$ cat src/rtl/herloa_if.sv
`default_nettype none
// ============================================================================
//  Module   : herloa_if
//  Purpose  : Operand/result bundle for the herloa approximate adder.
//  Revision : 1.0  initial release
// ============================================================================
interface herloa_if #(
    parameter int N = 16
);
    logic         in_valid;
    logic [N-1:0] A;
    logic [N-1:0] B;
    logic [N-1:0] S;
    logic         out_valid;

    modport master (
        output in_valid,
        output A,
        output B,
        input  S,
        input  out_valid
    );

    modport slave (
        input  in_valid,
        input  A,
        input  B,
        output S,
        output out_valid
    );
endinterface
`default_nettype wire

$ cat src/rtl/herloa.sv
`default_nettype none
// ============================================================================
//  Module   : herloa
//  Purpose  : N-bit hybrid error-reduction lower-part OR adder, registered out.
//  Revision : 1.0  initial release
// ============================================================================
module herloa #(
    parameter int N = 16,
    parameter int K = 10
) (
    input  logic     clk,
    input  logic     rst,
    herloa_if.slave  bus
);

    generate
        if (K < 2 || K > N - 1) begin : g_bad_k
            $error("herloa: K must satisfy 2 <= K <= N-1");
        end
    endgenerate

    logic           w_c_up;
    logic           w_f;
    logic [K-1:0]   w_low;
    logic [N-K-1:0] w_cup_ext;
    logic [N-K-1:0] w_up;
    logic [N-1:0]   w_sum;

    logic [N-1:0]   r_sum;
    logic           r_valid;

    // Top two approximate positions feed the exact part and the error fix-up.
    assign w_c_up    = bus.A[K-1] & bus.B[K-1];
    assign w_f       = bus.A[K-2] & bus.B[K-2];
    assign w_cup_ext = (N-K)'(w_c_up);

    assign w_low[K-1]   = (bus.A[K-1] ^ bus.B[K-1]) | w_f;
    assign w_low[K-2:0] = bus.A[K-2:0] | bus.B[K-2:0] | {(K-1){w_f}};

    // Exact upper part; the carry out of the MSB falls off the top.
    assign w_up  = bus.A[N-1:K] + bus.B[N-1:K] + w_cup_ext;
    assign w_sum = {w_up, w_low};

    always_ff @(posedge clk or posedge rst) begin
        if (rst) begin
            r_sum   <= '0;
            r_valid <= 1'b0;
        end else begin
            r_valid <= bus.in_valid;
            if (bus.in_valid) begin
                r_sum <= w_sum;
            end
        end
    end

    assign bus.S         = r_sum;
    assign bus.out_valid = r_valid;

endmodule
`default_nettype wire

$ cat src/flat_wrapper.sv
// flat-port wrapper written by rule: the top's interface ports become plain ports
module herloa_flat 
#(
    parameter int N = 16,
    parameter int K = 10
)
  (clk, rst, bus_in_valid, bus_A, bus_B, bus_S, bus_out_valid);
  herloa_if #(.N(N)) bus_i ();
  input  logic clk;
  input  logic rst;
  input wire logic [$bits(bus_i.in_valid)-1:0] bus_in_valid;
  input wire logic [$bits(bus_i.A)-1:0] bus_A;
  input wire logic [$bits(bus_i.B)-1:0] bus_B;
  output wire logic [$bits(bus_i.S)-1:0] bus_S;
  output wire logic [$bits(bus_i.out_valid)-1:0] bus_out_valid;
  assign bus_i.in_valid = bus_in_valid;
  assign bus_i.A = bus_A;
  assign bus_i.B = bus_B;
  assign bus_S = bus_i.S;
  assign bus_out_valid = bus_i.out_valid;
  herloa #(.N(N), .K(K)) u_core (.clk(clk), .rst(rst), .bus(bus_i));
endmodule
$ cat config.mk
export PLATFORM = sky130hd
export DESIGN_NAME = herloa_flat
export DESIGN_NICKNAME = d
export VERILOG_FILES = /design/src/rtl/herloa_if.sv /design/src/rtl/herloa.sv /design/src/flat_wrapper.sv
export SDC_FILE = /design/constraint.sdc
export NUM_CORES = 1
export LEC_CHECK = 0
export CAP_MARGIN = 20
export CELL_PAD_IN_SITES_DETAIL_PLACEMENT = 0
export CELL_PAD_IN_SITES_GLOBAL_PLACEMENT = 1
export CORE_MARGIN = 2
export CORE_UTILIZATION = 26
export DETAILED_ROUTE_END_ITERATION = 10
export PLACE_DENSITY_LB_ADDON = 0.1
export SYNTH_ARGS = -nofsm -noshare
export SYNTH_HDL_FRONTEND = slang
export SYNTH_SLANG_ARGS = --single-unit
$ cat constraint.sdc
create_clock -name clk -period 1.35 [get_ports clk]
set_clock_uncertainty 0.1 [all_clocks]
set_input_delay 0.405 -clock clk [delete_from_list [all_inputs] [get_ports clk]]
set_output_delay 0.405 -clock clk [all_outputs]
set_load 0.05 [all_outputs]
# Word-level counts from Yosys, hierarchy flattened
# Index checks and enable logic that the tools add are counted.
# word_totals
out_inout_bits	17
input_bits	35
elab_cells	10
regBits	17
# classes
n_bitwise	6
addsub	2
# op_table
cell	count
OR 9 bit	2
adder 6 x 1 -> 6 bit	1
adder 6 bit	1
bitwise AND 1 bit	2
OR 1 bit	1
XOR 1 bit	1

# Depth between registers and ports, before layout
# depth
ltp_word	2
mapped_depth	7
ltp_nobuf	7

# Worst setup path after synthesis
# OpenSTA, ideal clock, no wires.
# synth_path
kind	input to register
start	input bus_B[9]
end	register u_core.r_sum[14] (netlist: u_core.bus.S[14])
slack_ps	-917
arrival_ps	2042
n_path_buf	0
stages	7
path_cell_list	ha_1 > fa_1 > fa_1 > a21o_1 > a21oi_2 > xnor2_1 > mux2_2
# synth_via
elab_chain_cells	2
# synth_rtl
item	line_no	rtl
start: declaration	flat_wrapper.sv:13	input wire logic [$bits(bus_i.B)-1:0] bus_B;
bitwise AND 1 bit	herloa.sv:33	assign w_c_up = bus.A[K-1] & bus.B[K-1];
adder 6 x 1 -> 6 bit	herloa.sv:41	assign w_up = bus.A[N-1:K] + bus.B[N-1:K] + w_cup_ext;
end signal: assignment	herloa.sv:51	r_sum <= w_sum;
end: declaration	herloa.sv:29	logic [N-1:0] r_sum;
# Every way passes these cells.
# A chain may end at the register's enable or synchronous reset.

# Worst setup path in the final report
# layout_path
start	input bus_A[9]
end	register u_core.r_sum[15] (netlist: u_core.bus.S[15])
# layout_via
elab_chain_cells	2
# layout_rtl
item	line_no	rtl
start: declaration	flat_wrapper.sv:12	input wire logic [$bits(bus_i.A)-1:0] bus_A;
bitwise AND 1 bit	herloa.sv:33	
adder 6 x 1 -> 6 bit	herloa.sv:41	
# Every way passes these cells.

==> metrics.txt <==
area grow syn2layout 114%; Port-buffer cells 51; fmax 505 MHz; TritonCTS clock tree yes; Starting Density 27.4%; unrepaired setup endpoints after global routing yes; Min Clock Period, post-route 1.98 ns; Starting DRT DRC Count 8; antenna violations before repair 0; # diodes 0; sequential area share after synthesis 50.8%; CORE AREA 3050 sq um; r2r startpoint u_core.bus.S[15]; fill count 280; fin util 58.8%; slew of the pin with the lowest slew margin 0.215 ns; Synth Warn # 0; clk sinks 17; run status finished, violations left; nets@finish 177; Clock Tree Buf Depth 2; Max Cap Viol 0; Die Wd 60.7 microns; CP arrival 2.06 ns; WP data required 1.43 ns; DRC Markers 0; share of cells above drive strength 1 39.6%; Routed Antenna Nets 0; leakage 0.771 nW; clock-pin slew on the worst setup and hold paths 0.10 ns; PwrDens 1010 nW/um^2; Syn Nets 106; # setup viols final 22; most frequent cells in the layout clkdlybuf4s50_1, buf_12, dfrtp_1; Mapped Area 837 sq um; commonest non-fill, non-tap cell in the layout clkdlybuf4s50_1; largest net degree at the start of global routing 18; failing checks setup timing; row cnt 20; vias in the first global route 843; fin cells 178; gr ovfl total 0; first-pass GRT wire length 3.45 mm; HP Class input port to async pin; Final Power 0.00182 W; Slew Viols, Final 0; CP max FO 2; die area 3690 sq um; Tot GR Track Use 12.7%; post-synthesis cell type count 22; reg-to-reg slack, setup 0.28 ns; Worst Setup Start Kind input port; Worst Setup End Kind register; DRT Wirelength 2.15 mm; R2R cell count 2; endpoints failing hold 0; Mapped Avg Cell Area 13.1 sq um; Final HPWL DP 1.70 mm; crit path kind input port to register; Placed Cells 168; post-DR wirelength/cell 12.1 microns; Syn Inst Count 64; DR vias/cell 4.44; maximum vdd ir drop 0.572 mV; Clk Latency, worst-skew pair 0.29 ns; RR Endpoint u_core.bus.S[15]; max_slew headroom 85.7%; via count 790; Vert. Die Dim 60.7 microns; io pins 52; crit share post-route 147%; H-tree depth 1; gpl congestion 0.761; final worst setup slack -0.630 ns; Synth Register Bits 17; CTS buffer count 3; clock root buffer master clkbuf_4; drt first pass iters 3
-- Yosys cell counts --
| cell type | number | area, sq um |
|---|---|---|
| nor2b_1 | 1 | 6.26 |
| o211ai_1 | 1 | 7.51 |
| o32a_1 | 8 | 80.1 |
| buf_2 | 2 | 10.0 |
| or3b_1 | 1 | 8.76 |
| o22a_1 | 1 | 8.76 |
| a21o_1 | 2 | 15.0 |
| a21oi_2 | 1 | 8.76 |
| a21oi_1 | 3 | 15.0 |
| mux2i_1 | 1 | 10.0 |
| a211oi_1 | 1 | 7.51 |
| a311o_1 | 1 | 10.0 |
| nand2_1 | 3 | 11.3 |
| nor2_1 | 3 | 11.3 |
| fa_1 | 2 | 40.0 |
| xnor2_1 | 4 | 35.0 |
| o21ai_2 | 1 | 8.76 |
| ha_1 | 5 | 62.6 |
| nand2_2 | 1 | 6.26 |
| inv_1 | 1 | 3.75 |
| mux2_2 | 4 | 45.0 |
| dfrtp_1 | 17 | 425 |
-- critical path, stage by stage --
cell and delay (ns):
buf_6 0.10, ha_4 0.15, fa_2 0.36, buf_4 0.15, buf_6 0.10, buf_6 0.11, a211oi_4 0.23, o21ai_2 0.09
mux2i_1 0.12, a311o_1 0.27
-- layout make-up --
cell class                 count  area (sq um)  area share, %
clock buffer                   4          26.3           1.46
inverter                       1          3.75          0.209
multi-input combinational     44           455           25.4
sequential                    17           425           23.7
tap                           44          55.1           3.07
timing repair buffer          68           828           46.2
-- sequential cells by signal, summed over array words and instances (netlist names) --
signal                cells
u_core.bus.S             16
u_core.bus.out_valid      1
-- metrics by stage --
stage / instance area (sq um) / setup TNS, ns / hold slack [ns] / worst slack [ns]
floorplan: 858 / -2.68 / 0.231 / -0.774
global placement: 1680 / -9.65 / 0.450 / -1.28
detailed placement: 1680 / -9.90 / 0.462 / -1.30
CTS: 1740 / -2.64 / 0.311 / -0.588
global route: 1790 / -3.70 / 0.316 / -0.667
finish: 1790 / -2.79 / 0.315 / -0.630
-- power by group --
group	internal, W	leakage, nW	switching [W]	total, W
registers	0.000573	0.181	0.0000682	0.000642
logic	0.000511	0.574	0.000397	0.000908
clock network	0.000115	0.0150	0.000153	0.000268
total	0.00120	0.771	0.000619	0.00182
-- cell families (layout without fill, tap and decap cells) --
kind of cell	after synthesis	in the layout	synth area share [%]
adder cells (fa/ha/maj)	7	7	12.3
flip-flops	17	17	50.8
XOR/XNOR	4	4	4.18
AO/OA/AOI/OAI	19	19	19.3
AND/OR/NAND/NOR	9	9	5.23
multiplexers	5	5	6.58
buffers and inverters	3	73	1.64
-- worst max path at each step --
stage	from	endpoint	cells after the start
2_1_floorplan	bus_B[9]	u_core.bus.S[14]	7
3_3_place_gp	bus_B[9]	u_core.bus.S[14]	8
5_1_grt	bus_A[9]	u_core.bus.S[14]	8
3_5_place_dp	bus_B[9]	u_core.bus.S[14]	8
4_1_cts	bus_A[9]	u_core.bus.S[14]	8
6_report	bus_A[9]	u_core.bus.S[15]	10
-- metal layers --
| metal | GRT usage (%) | part of all wire, % | vias up |
|---|---|---|---|
| met5 | 0 | 0 | - |
| met4 | 1.86 | 0.37 | 0 |
| met3 | 4.90 | 7.4 | 2 |
| met2 | 24.0 | 55 | 26 |
| met1 | 13.6 | 37 | 381 |
| li1 | - | - | 381 |
-- what timing repair did --
action | 4_1_cts | 5_1_grt
resized for setup | 27 | 4
endpoints found under the setup margin | 31 | 22
hold buffers | 0 | 0
pin swaps | 13 | 6
buffers inserted | 1 | 5
endpoints found under the hold margin | 0 | 0
Note: power is estimated with default switching activity, not from simulation.
